--- src/rtl/hazard_ctrl_unit_if.sv ---
// Bus between the pipeline and the load-use hazard controller.
// The pipeline side (master) drives the decode/fetch information and the
// flush request. The controller side (slave) returns the stall controls and
// the episode counter.
interface hazard_ctrl_unit_if #(
  parameter int REG_W = 5,
  parameter int TAG_W = 6,
  parameter int CNT_W = 16
);
  logic             de_memrd;
  logic [TAG_W-1:0] de_wr_reg;
  logic [REG_W-1:0] f_rs1;
  logic [REG_W-1:0] f_rs2;
  logic             f_rs1_use;
  logic             f_rs2_use;
  logic             br_flush;
  logic             hdu_stall;
  logic             hdu_pcwr;
  logic             hdu_bubble;
  logic [CNT_W-1:0] stall_events;

  modport master (
    output de_memrd, de_wr_reg, f_rs1, f_rs2, f_rs1_use, f_rs2_use, br_flush,
    input  hdu_stall, hdu_pcwr, hdu_bubble, stall_events
  );

  modport slave (
    input  de_memrd, de_wr_reg, f_rs1, f_rs2, f_rs1_use, f_rs2_use, br_flush,
    output hdu_stall, hdu_pcwr, hdu_bubble, stall_events
  );
endinterface

--- src/rtl/hazard_ctrl_unit.sv ---
// Load-use hazard controller.
// When the fetched instruction reads the destination of a load sitting in
// decode/execute, the front end is held for LOAD_LAT cycles and a bubble is
// injected. A branch flush cancels a pending or running stall. The number of
// stall episodes started is counted, and the counter saturates at all-ones.
// The interface instance must use the same REG_W/TAG_W/CNT_W as this module,
// and TAG_W must be at least REG_W.
module hazard_ctrl_unit #(
  parameter int REG_W     = 5,
  parameter int TAG_W     = 6,
  parameter int LOAD_LAT  = 1,
  parameter int ZERO_SKIP = 1,
  parameter int CNT_W     = 16
) (
  input  logic               clk,
  input  logic               rst,
  hazard_ctrl_unit_if.slave  bus
);

  typedef enum logic {
    IDLE  = 1'b0,
    STALL = 1'b1
  } state_t;

  localparam logic [3:0]       LAT     = 4'(LOAD_LAT);
  localparam logic [CNT_W-1:0] CNT_MAX = '1;

  state_t           state_reg;
  state_t           state_next;
  logic [3:0]       cnt_reg;
  logic [3:0]       cnt_next;
  logic [CNT_W-1:0] events_reg;
  logic [CNT_W-1:0] events_next;

  logic [REG_W-1:0] wr_idx;
  logic             match1;
  logic             match2;
  logic             hazard;

  // Only the architectural register index part of the tag is compared.
  assign wr_idx = bus.de_wr_reg[REG_W-1:0];

  generate
    if (TAG_W > REG_W) begin : g_tag_hi
      // Upper tag bits carry no register identity and are deliberately dropped.
      logic unused_tag_hi;
      assign unused_tag_hi = ^bus.de_wr_reg[TAG_W-1:REG_W];
    end
  endgenerate

  // Hazard detection: a load whose destination is actually read by the
  // fetched instruction. Index 0 is hardwired zero when ZERO_SKIP is set.
  always_comb begin
    match1 = (wr_idx == bus.f_rs1) && !((ZERO_SKIP != 0) && (bus.f_rs1 == '0));
    match2 = (wr_idx == bus.f_rs2) && !((ZERO_SKIP != 0) && (bus.f_rs2 == '0));
    hazard = bus.de_memrd && ((bus.f_rs1_use && match1) || (bus.f_rs2_use && match2));
  end

  // State, down-counter and episode counter registers.
  always_ff @(posedge clk or posedge rst) begin
    if (rst) begin
      state_reg  <= IDLE;
      cnt_reg    <= 4'd0;
      events_reg <= '0;
    end else begin
      state_reg  <= state_next;
      cnt_reg    <= cnt_next;
      events_reg <= events_next;
    end
  end

  // Next-state logic. Inside an episode the hazard input is ignored, so a
  // repeated hazard neither extends nor restarts the stall; a flush always
  // ends it at the next edge.
  always_comb begin
    state_next  = state_reg;
    cnt_next    = cnt_reg;
    events_next = events_reg;
    case (state_reg)
      IDLE: begin
        cnt_next = 4'd0;
        if (hazard && !bus.br_flush) begin
          state_next = STALL;
          cnt_next   = LAT;
          if (events_reg != CNT_MAX) begin
            events_next = events_reg + CNT_W'(1);
          end
        end
      end
      STALL: begin
        if (bus.br_flush || (cnt_reg <= 4'd1)) begin
          state_next = IDLE;
          cnt_next   = 4'd0;
        end else begin
          cnt_next = cnt_reg - 4'd1;
        end
      end
      default: begin
        state_next = IDLE;
        cnt_next   = 4'd0;
      end
    endcase
  end

  // Outputs are a pure decode of registered state, with no path from inputs.
  assign bus.hdu_stall    = (state_reg == STALL);
  assign bus.hdu_pcwr     = (state_reg == STALL);
  assign bus.hdu_bubble   = (state_reg == STALL);
  assign bus.stall_events = events_reg;

endmodule

--- src/flat_wrapper.sv ---
// flat-port wrapper written by rule: the top's interface ports become plain ports
module hazard_ctrl_unit_flat 
#(
  parameter int REG_W     = 5,
  parameter int TAG_W     = 6,
  parameter int LOAD_LAT  = 1,
  parameter int ZERO_SKIP = 1,
  parameter int CNT_W     = 16
)
  (clk, rst, bus_de_memrd, bus_de_wr_reg, bus_f_rs1, bus_f_rs2, bus_f_rs1_use, bus_f_rs2_use, bus_br_flush, bus_hdu_stall, bus_hdu_pcwr, bus_hdu_bubble, bus_stall_events);
  hazard_ctrl_unit_if #(.REG_W(REG_W), .TAG_W(TAG_W), .CNT_W(CNT_W)) bus_i ();
  input  logic clk;
  input  logic rst;
  input wire logic [$bits(bus_i.de_memrd)-1:0] bus_de_memrd;
  input wire logic [$bits(bus_i.de_wr_reg)-1:0] bus_de_wr_reg;
  input wire logic [$bits(bus_i.f_rs1)-1:0] bus_f_rs1;
  input wire logic [$bits(bus_i.f_rs2)-1:0] bus_f_rs2;
  input wire logic [$bits(bus_i.f_rs1_use)-1:0] bus_f_rs1_use;
  input wire logic [$bits(bus_i.f_rs2_use)-1:0] bus_f_rs2_use;
  input wire logic [$bits(bus_i.br_flush)-1:0] bus_br_flush;
  output wire logic [$bits(bus_i.hdu_stall)-1:0] bus_hdu_stall;
  output wire logic [$bits(bus_i.hdu_pcwr)-1:0] bus_hdu_pcwr;
  output wire logic [$bits(bus_i.hdu_bubble)-1:0] bus_hdu_bubble;
  output wire logic [$bits(bus_i.stall_events)-1:0] bus_stall_events;
  assign bus_i.de_memrd = bus_de_memrd;
  assign bus_i.de_wr_reg = bus_de_wr_reg;
  assign bus_i.f_rs1 = bus_f_rs1;
  assign bus_i.f_rs2 = bus_f_rs2;
  assign bus_i.f_rs1_use = bus_f_rs1_use;
  assign bus_i.f_rs2_use = bus_f_rs2_use;
  assign bus_i.br_flush = bus_br_flush;
  assign bus_hdu_stall = bus_i.hdu_stall;
  assign bus_hdu_pcwr = bus_i.hdu_pcwr;
  assign bus_hdu_bubble = bus_i.hdu_bubble;
  assign bus_stall_events = bus_i.stall_events;
  hazard_ctrl_unit #(.REG_W(REG_W), .TAG_W(TAG_W), .LOAD_LAT(LOAD_LAT), .ZERO_SKIP(ZERO_SKIP), .CNT_W(CNT_W)) u_core (.clk(clk), .rst(rst), .bus(bus_i));
endmodule
--- config.mk ---
export PLATFORM = sky130hd
export DESIGN_NAME = hazard_ctrl_unit_flat
export DESIGN_NICKNAME = d
export VERILOG_FILES = /design/src/rtl/hazard_ctrl_unit_if.sv /design/src/rtl/hazard_ctrl_unit.sv /design/src/flat_wrapper.sv
export SDC_FILE = /design/constraint.sdc
export NUM_CORES = 1
export LEC_CHECK = 0
export CAP_MARGIN = 20
export CORE_MARGIN = 1.5
export CORE_UTILIZATION = 40
export CTS_CLUSTER_DIAMETER = 100
export DETAILED_ROUTE_END_ITERATION = 10
export GPL_TIMING_DRIVEN = 0
export PLACE_DENSITY = 0.73
export SLEW_MARGIN = 40
export SYNTH_ARGS = -nofsm -noshare
export SYNTH_HDL_FRONTEND = slang
export SYNTH_SLANG_ARGS = --single-unit
--- constraint.sdc ---
create_clock -name clk -period 2.5 [get_ports clk]
set_input_delay 0.25 -clock clk [delete_from_list [all_inputs] [get_ports clk]]
set_output_delay 0.25 -clock clk [all_outputs]
set_load 0.02 [all_outputs]
==> flow_summary.json, run 1 <==
{
  "yosysTopAreaCell": "dfrtp_1",
  "p_leak_uw": 0.000776,
  "layout_min_cycle_time_ns": 1.97,
  "clockBufferDepth": 2,
  "die_y_um": 58.6,
  "cts_hold_buf": 0,
  "core_area_um2": 2850,
  "async_flop_share": 1.00,
  "nets": 193,
  "reg2reg_depth": 7,
  "fillCellCount": 242,
  "synth_seq_area_share": 0.426,
  "cts.reportedPaths.clkPinSlew_ns": 0.12,
  "area_delta_synth_final_pct": 37.0,
  "critPathTopFamily": "simple AND/OR/NAND/NOR gates",
  "synth_nets": 149,
  "grtUsageTotal": 0.166,
  "num_rows": 19,
  "clk-insertion-delay-late_ns": 0.31,
  "numCtsBuffers": 3,
  "crit_path_max_fanout": 10,
  "r2r_start": "u_core.bus.stall_events[0]$_DFFE_PP0P_",
  "setup_violations": 0,
  "endpoint_kind": "flop",
  "first_pass_iters": 4,
  "slew_headroom": 0.576,
  "power_density_nw_per_um2": 388,
  "cts.sinks": 21,
  "post_cts_resized": 0,
  "fmax_mhz": 508,
  "slew_violations": 0,
  "io_pins": 41,
  "synth_top_area_frac": 0.426,
  "worst-r2r-setup-slack_ns": 0.53,
  "period_share": 0.787,
  "worst_hold_path_type": "in2async",
  "n_antenna_cell": 0,
  "ir_drop_mv": 0.300,
  "wl_um": 2650,
  "largest_register_ffs": 16,
  "route.vias.total": 1018,
  "drive_gt1_frac": 0.0958,
  "status": "complete, no violations",
  "synth_area_leaders": "dfrtp_1 (43%), xor2_1 (13%), xnor2_1 (4.3%)",
  "start_util": 0.433,
  "fin_setup_tns_ns": 0,
  "die-area_um2": 3430,
  "synth_ff_type": "dfrtp_1",
  "grt_max_degree": 22,
  "worst_pin_slew_ns": 0.626,
  "path_cells": "ha_1 > and4_1 > a31oi_1 > a32oi_4 > buf_6 > nor3_1 > xor2_1",
  "cp.buffers_inverters": 1,
  "worstPathRequired_ns": 2.73,
  "cts_tree": "done",
  "finClkSkew_ns": 0.00885,
  "ys_ff_latch": 21,
  "drcViolationCount": 0,
  "wl_per_cell_um": 13.4,
  "syn_inst": 124,
  "yosysMostFrequentCell": "dfrtp_1",
  "synth_edf_count": 0,
  "finalHoldViolCount": 0,
  "maxCapViolCount": 0,
  "grt_pass1_wl_um": 4380,
  "post-cts-setup-buffers": 0,
  "timing.rr.end": "u_core.bus.stall_events[5]$_DFFE_PP0P_",
  "yosysWarnings": 0,
  "antenna_found_initial": 0,
  "grt_overflow": 0,
  "io_buffers": 39,
  "netlist_area_um2": 1230,
  "synth_common_cells": "dfrtp_1 (21), xor2_1 (19), nor2_1 (13), nand2_1 (11), nand3_1 (7)",
  "synth.distinct_cells": 33,
  "htree_levels": 1,
  "critPathSlowestCell": "dfrtp_1",
  "utilization": 0.593,
  "grt_pass1_vias": 1011,
  "critPathLaunchType": "flop",
  "drt_iter0_drc": 20,
  "critPathArrivalTime_ns": 2.20,
  "crit_path_max_incr_delay_ns": 0.44,
  "die_x_um": 58.6,
  "syn_avg_cell_area_um2": 9.96,
  "cts-root-buf": "clkbuf_4",
  "rsz0062_at_grt": "false",
  "critPathKind": "reg2reg",
  "place_hpwl_um": 2140,
  "place_congestion": 0.747,
  "antenna_left": 0,
  "via_per_inst": 5.14
}
[kinds of logic after synthesis]
logic type,Yosys count,synth area share
buffers and inverters,10,0.0436
AND/OR/NAND/NOR,57,0.258
multiplexers,1,0.00912
adder cells (fa/ha/maj),3,0.0304
AO/OA/AOI/OAI,7,0.0557
XOR/XNOR,25,0.177
flip-flops,21,0.426
[final cells by class]
type                    count  area, µm²  area share
multi-input cells          93        656       0.388
flip-flops and latches     21        526       0.311
repair buffers             39        390       0.231
well taps                  31       38.8      0.0229
plain buffers               4       31.3      0.0185
clock buffers               3       22.5      0.0133
inverters                   6       22.5      0.0133
clock inverters             1       5.00     0.00296
[worst reg2reg max path: cells and delay by family, from the launching register on]
family	cells	cell delay, ns
XOR/XNOR	1	0.19
buffers and inverters	1	0.18
adder cells (fa/ha/maj)	1	0.25
flip-flops	1	0.44
AO/OA/AOI/OAI	2	0.37
AND/OR/NAND/NOR	2	0.46
[placed cells by master (no fill, tap or decap), types with 2 or more instances in the layout]
master            n
buf_4             2
and3_1            3
nand2_1          11
nand3_1           7
clkdlybuf4s50_1  39
dfrtp_1          21
nand4_1           2
nor2_1           13
xor2_1           19
inv_1             5
nor3_1            6
xnor2_1           6
nor4_1            4
clkbuf_4          3
nor4_2            2
ha_1              3
[report_power, final]
part / leakage [µW] / internal [µW] / switching (µW) / total [µW]
registers: 0.000282 / 350 / 12.2 / 362
clock network: 0.0000177 / 59.9 / 107 / 166
logic: 0.000476 / 67.0 / 60.6 / 128
total: 0.000776 / 476 / 179 / 656
[through the flow]
stage          setup slack, ns  hold WS, ns  total power [µW]  area, µm²  cells
2_1_floorplan            0.622        0.227               427       1230    124
6_report                 0.533        0.234               656       1690    198
5_1_grt                  0.368        0.262               689       1690    198
3_3_place_gp             0.213        0.480               493       1660    194
4_1_cts                  0.519        0.388               665       1690    198
3_5_place_dp             0.201        0.482               497       1660    194
[per-layer routing]
metal	track usage	routed length (µm)	vias up	share of wire
met5	0	0	-	0
met4	0.0299	20	0	0.0076
met3	0.0418	83	4	0.031
met2	0.289	1400	17	0.53
met1	0.211	1140	487	0.43
li1	-	-	510	-
[worst max path at each step]
stage	start	cells past startpoint	end	slack, ns
floorplan	u_core.bus.stall_events[0]$_DFFE_PP0P_	7	u_core.bus.stall_events[9]$_DFFE_PP0P_	0.62
global placement	bus_f_rs1[0]	8	u_core.bus.stall_events[5]$_DFFE_PP0P_	0.21
detailed placement	bus_f_rs1[0]	8	u_core.bus.stall_events[5]$_DFFE_PP0P_	0.20
CTS	u_core.bus.stall_events[0]$_DFFE_PP0P_	7	u_core.bus.stall_events[5]$_DFFE_PP0P_	0.52
global route	u_core.bus.stall_events[0]$_DFFE_PP0P_	7	u_core.bus.stall_events[5]$_DFFE_PP0P_	0.37
finish	u_core.bus.stall_events[0]$_DFFE_PP0P_	7	u_core.bus.stall_events[5]$_DFFE_PP0P_	0.53
Power figures use the tool's default switching activity.
==> inputs of run 2 (changes only) <==
clock period = 1.86 ns   (was 2.5 ns; I/O delays follow)
==> run 2 against run 1 <==
Effect of this change: the flow now finishes with violations (setup timing); sequential share of layout area decreased by 2.6 points; maximum frequency increased by 3.8%; core utilization increased by 5.6 points; total power increased by 40%; setup slack got worse by 0.57 ns; non-clock buffer count increased by 8.
==> flow_summary.json, run 2 (synthesized netlist as in run 1, its figures left out) <==
{
  "drt_iter0_drc": 41,
  "fillCellCount": 229,
  "mostFrequentLayoutCell": "clkdlybuf4s50_1",
  "clockPowerShare": 0.239,
  "period_share": 1.02,
  "grt_pass1_vias": 1097,
  "finalHoldViolCount": 0,
  "grtUsageTotal": 0.186,
  "core_area_um2": 2850,
  "place_congestion": 0.807,
  "start_util": 0.433,
  "worstPathRequired_ns": 2.05,
  "critPathLaunchType": "flop",
  "grt_pass1_wl_um": 4930,
  "maxCapViolCount": 0,
  "p_leak_uw": 0.000843,
  "comb_power_share": 0.239,
  "layout_common_cells": "clkdlybuf4s50_1 (36), xor2_1 (19), dfrtp_1 (19), nand2_1 (11)",
  "antenna_found_initial": 0,
  "dp_cells": 194,
  "setup_ws_ns": -0.0350,
  "die_y_um": 58.6,
  "layout_min_cycle_time_ns": 1.89,
  "cts-root-buf": "clkbuf_4",
  "numCtsBuffers": 3,
  "num_rows": 19,
  "worst_hold_path_type": "in2async",
  "utilization": 0.649,
  "power_density_nw_per_um2": 495,
  "n_antenna_cell": 0,
  "largest_register_ffs": 16,
  "swShare": 0.275,
  "route.vias.total": 1088,
  "first_pass_iters": 4,
  "rsz0062_at_grt": "true",
  "switchingPower_uw": 252,
  "antenna_left": 0,
  "ir_drop_mv": 0.515,
  "critPathKind": "reg2reg",
  "power.total_uw": 916,
  "endpoint_kind": "flop",
  "grt_max_degree": 22,
  "area_delta_synth_final_pct": 49.9,
  "final_cells": 206,
  "slew_headroom": 0.592,
  "fmax_mhz": 528,
  "grt_overflow": 0,
  "drive_gt1_frac": 0.223,
  "via_per_inst": 5.28,
  "cts.sinks": 21,
  "crit_path_max_fanout": 5,
  "die_x_um": 58.6,
  "setup_violations": 8,
  "place_hpwl_um": 2250,
  "slew_violations": 0,
  "wl_um": 3110,
  "worst_pin_slew_ns": 0.603,
  "p_int_uw": 664,
  "finClkSkew_ns": 0.00102,
  "io_buffers": 39,
  "cts_tree": "done",
  "pre_cts_ws_ns": -0.409,
  "cts.reportedPaths.clkPinSlew_ns": 0.12,
  "htree_levels": 1,
  "drcViolationCount": 0,
  "clockBufferDepth": 2,
  "p_seq_frac": 0.522,
  "io_pins": 41,
  "clk-insertion-delay-late_ns": 0.30,
  "critPathArrivalTime_ns": 2.09,
  "status": "complete, but fails checks",
  "die-area_um2": 3430,
  "wl_per_cell_um": 15.1,
  "nets": 201,
  "violations": "setup timing"
}
[run 2: metrics by stage]
step,instance area [µm²],hold slack [ns],setup TNS [ns]
floorplan,1240,0.162,0
global placement,1670,0.484,-5.89
detailed placement,1670,0.490,-5.83
CTS,1790,0.346,-0.0172
global route,1850,0.228,-0.992
finish,1850,0.192,-0.113
[run 2: path summary, 6_finish.rpt]
kind	start	cells after the start	slack [ns]	end
setup / recovery	u_core.bus.stall_events[8]$_DFFE_PP0P_	7	-0.03	u_core.bus.stall_events[6]$_DFFE_PP0P_
hold / removal	rst	2	0.19	u_core.cnt_reg[1]$_DFF_PP0_
setup reg to reg	u_core.bus.stall_events[8]$_DFFE_PP0P_	7	-0.03	u_core.bus.stall_events[6]$_DFFE_PP0P_
hold reg to reg	u_core.bus.stall_events[11]$_DFFE_PP0P_	1	0.50	u_core.bus.stall_events[11]$_DFFE_PP0P_
max in group asynchronous	rst	2	1.33	u_core.bus.stall_events[6]$_DFFE_PP0P_
min in group clk	u_core.bus.stall_events[11]$_DFFE_PP0P_	1	0.50	u_core.bus.stall_events[11]$_DFFE_PP0P_
[run 2: critical path: stages, from the launching register on]
cell and delay (ns):
dfrtp_1 0.41, nand4_1 0.23, nor2_4 0.24, nand3_2 0.11
a32oi_4 0.38, buf_6 0.19, nor2_1 0.07, xor2_1 0.14
[run 2: area by class of cell]
type                       count  area, µm²  share of cell area
clock buffer                   3       22.5              0.0122
sequential                    21        528               0.285
clock inverter                 1       5.00             0.00270
inverter                       6       22.5              0.0122
buffer                         4       31.3              0.0169
tap                           31       38.8              0.0209
multi-input combinational     93        753               0.407
timing repair buffer          47        450               0.243
[run 2: power by group through the flow]
stage               clock, µW  sequential (µW)  combinational [µW]
global route              253              480                 237
CTS                       230              478                 209
finish                    219              478                 219
floorplan                   0              509                66.1
detailed placement          0              495                 176
global placement            0              494                 170
[run 2: routing by layer]
layer	track usage	vias to the layer above	share of wire
met1	0.230	526	0.41
met2	0.331	28	0.54
met5	0	-	0
met4	0.0266	0	0.011
met3	0.0484	6	0.035
li1	-	528	-
[run 2: repair_timing]
action                                  in CTS  in global routing
resized for setup                           14                 11
buffers inserted                             6                  1
cloned                                       1                  0
endpoints found under the setup margin      12                 16
hold buffers                                 0                  0
pin swaps                                    6                  7
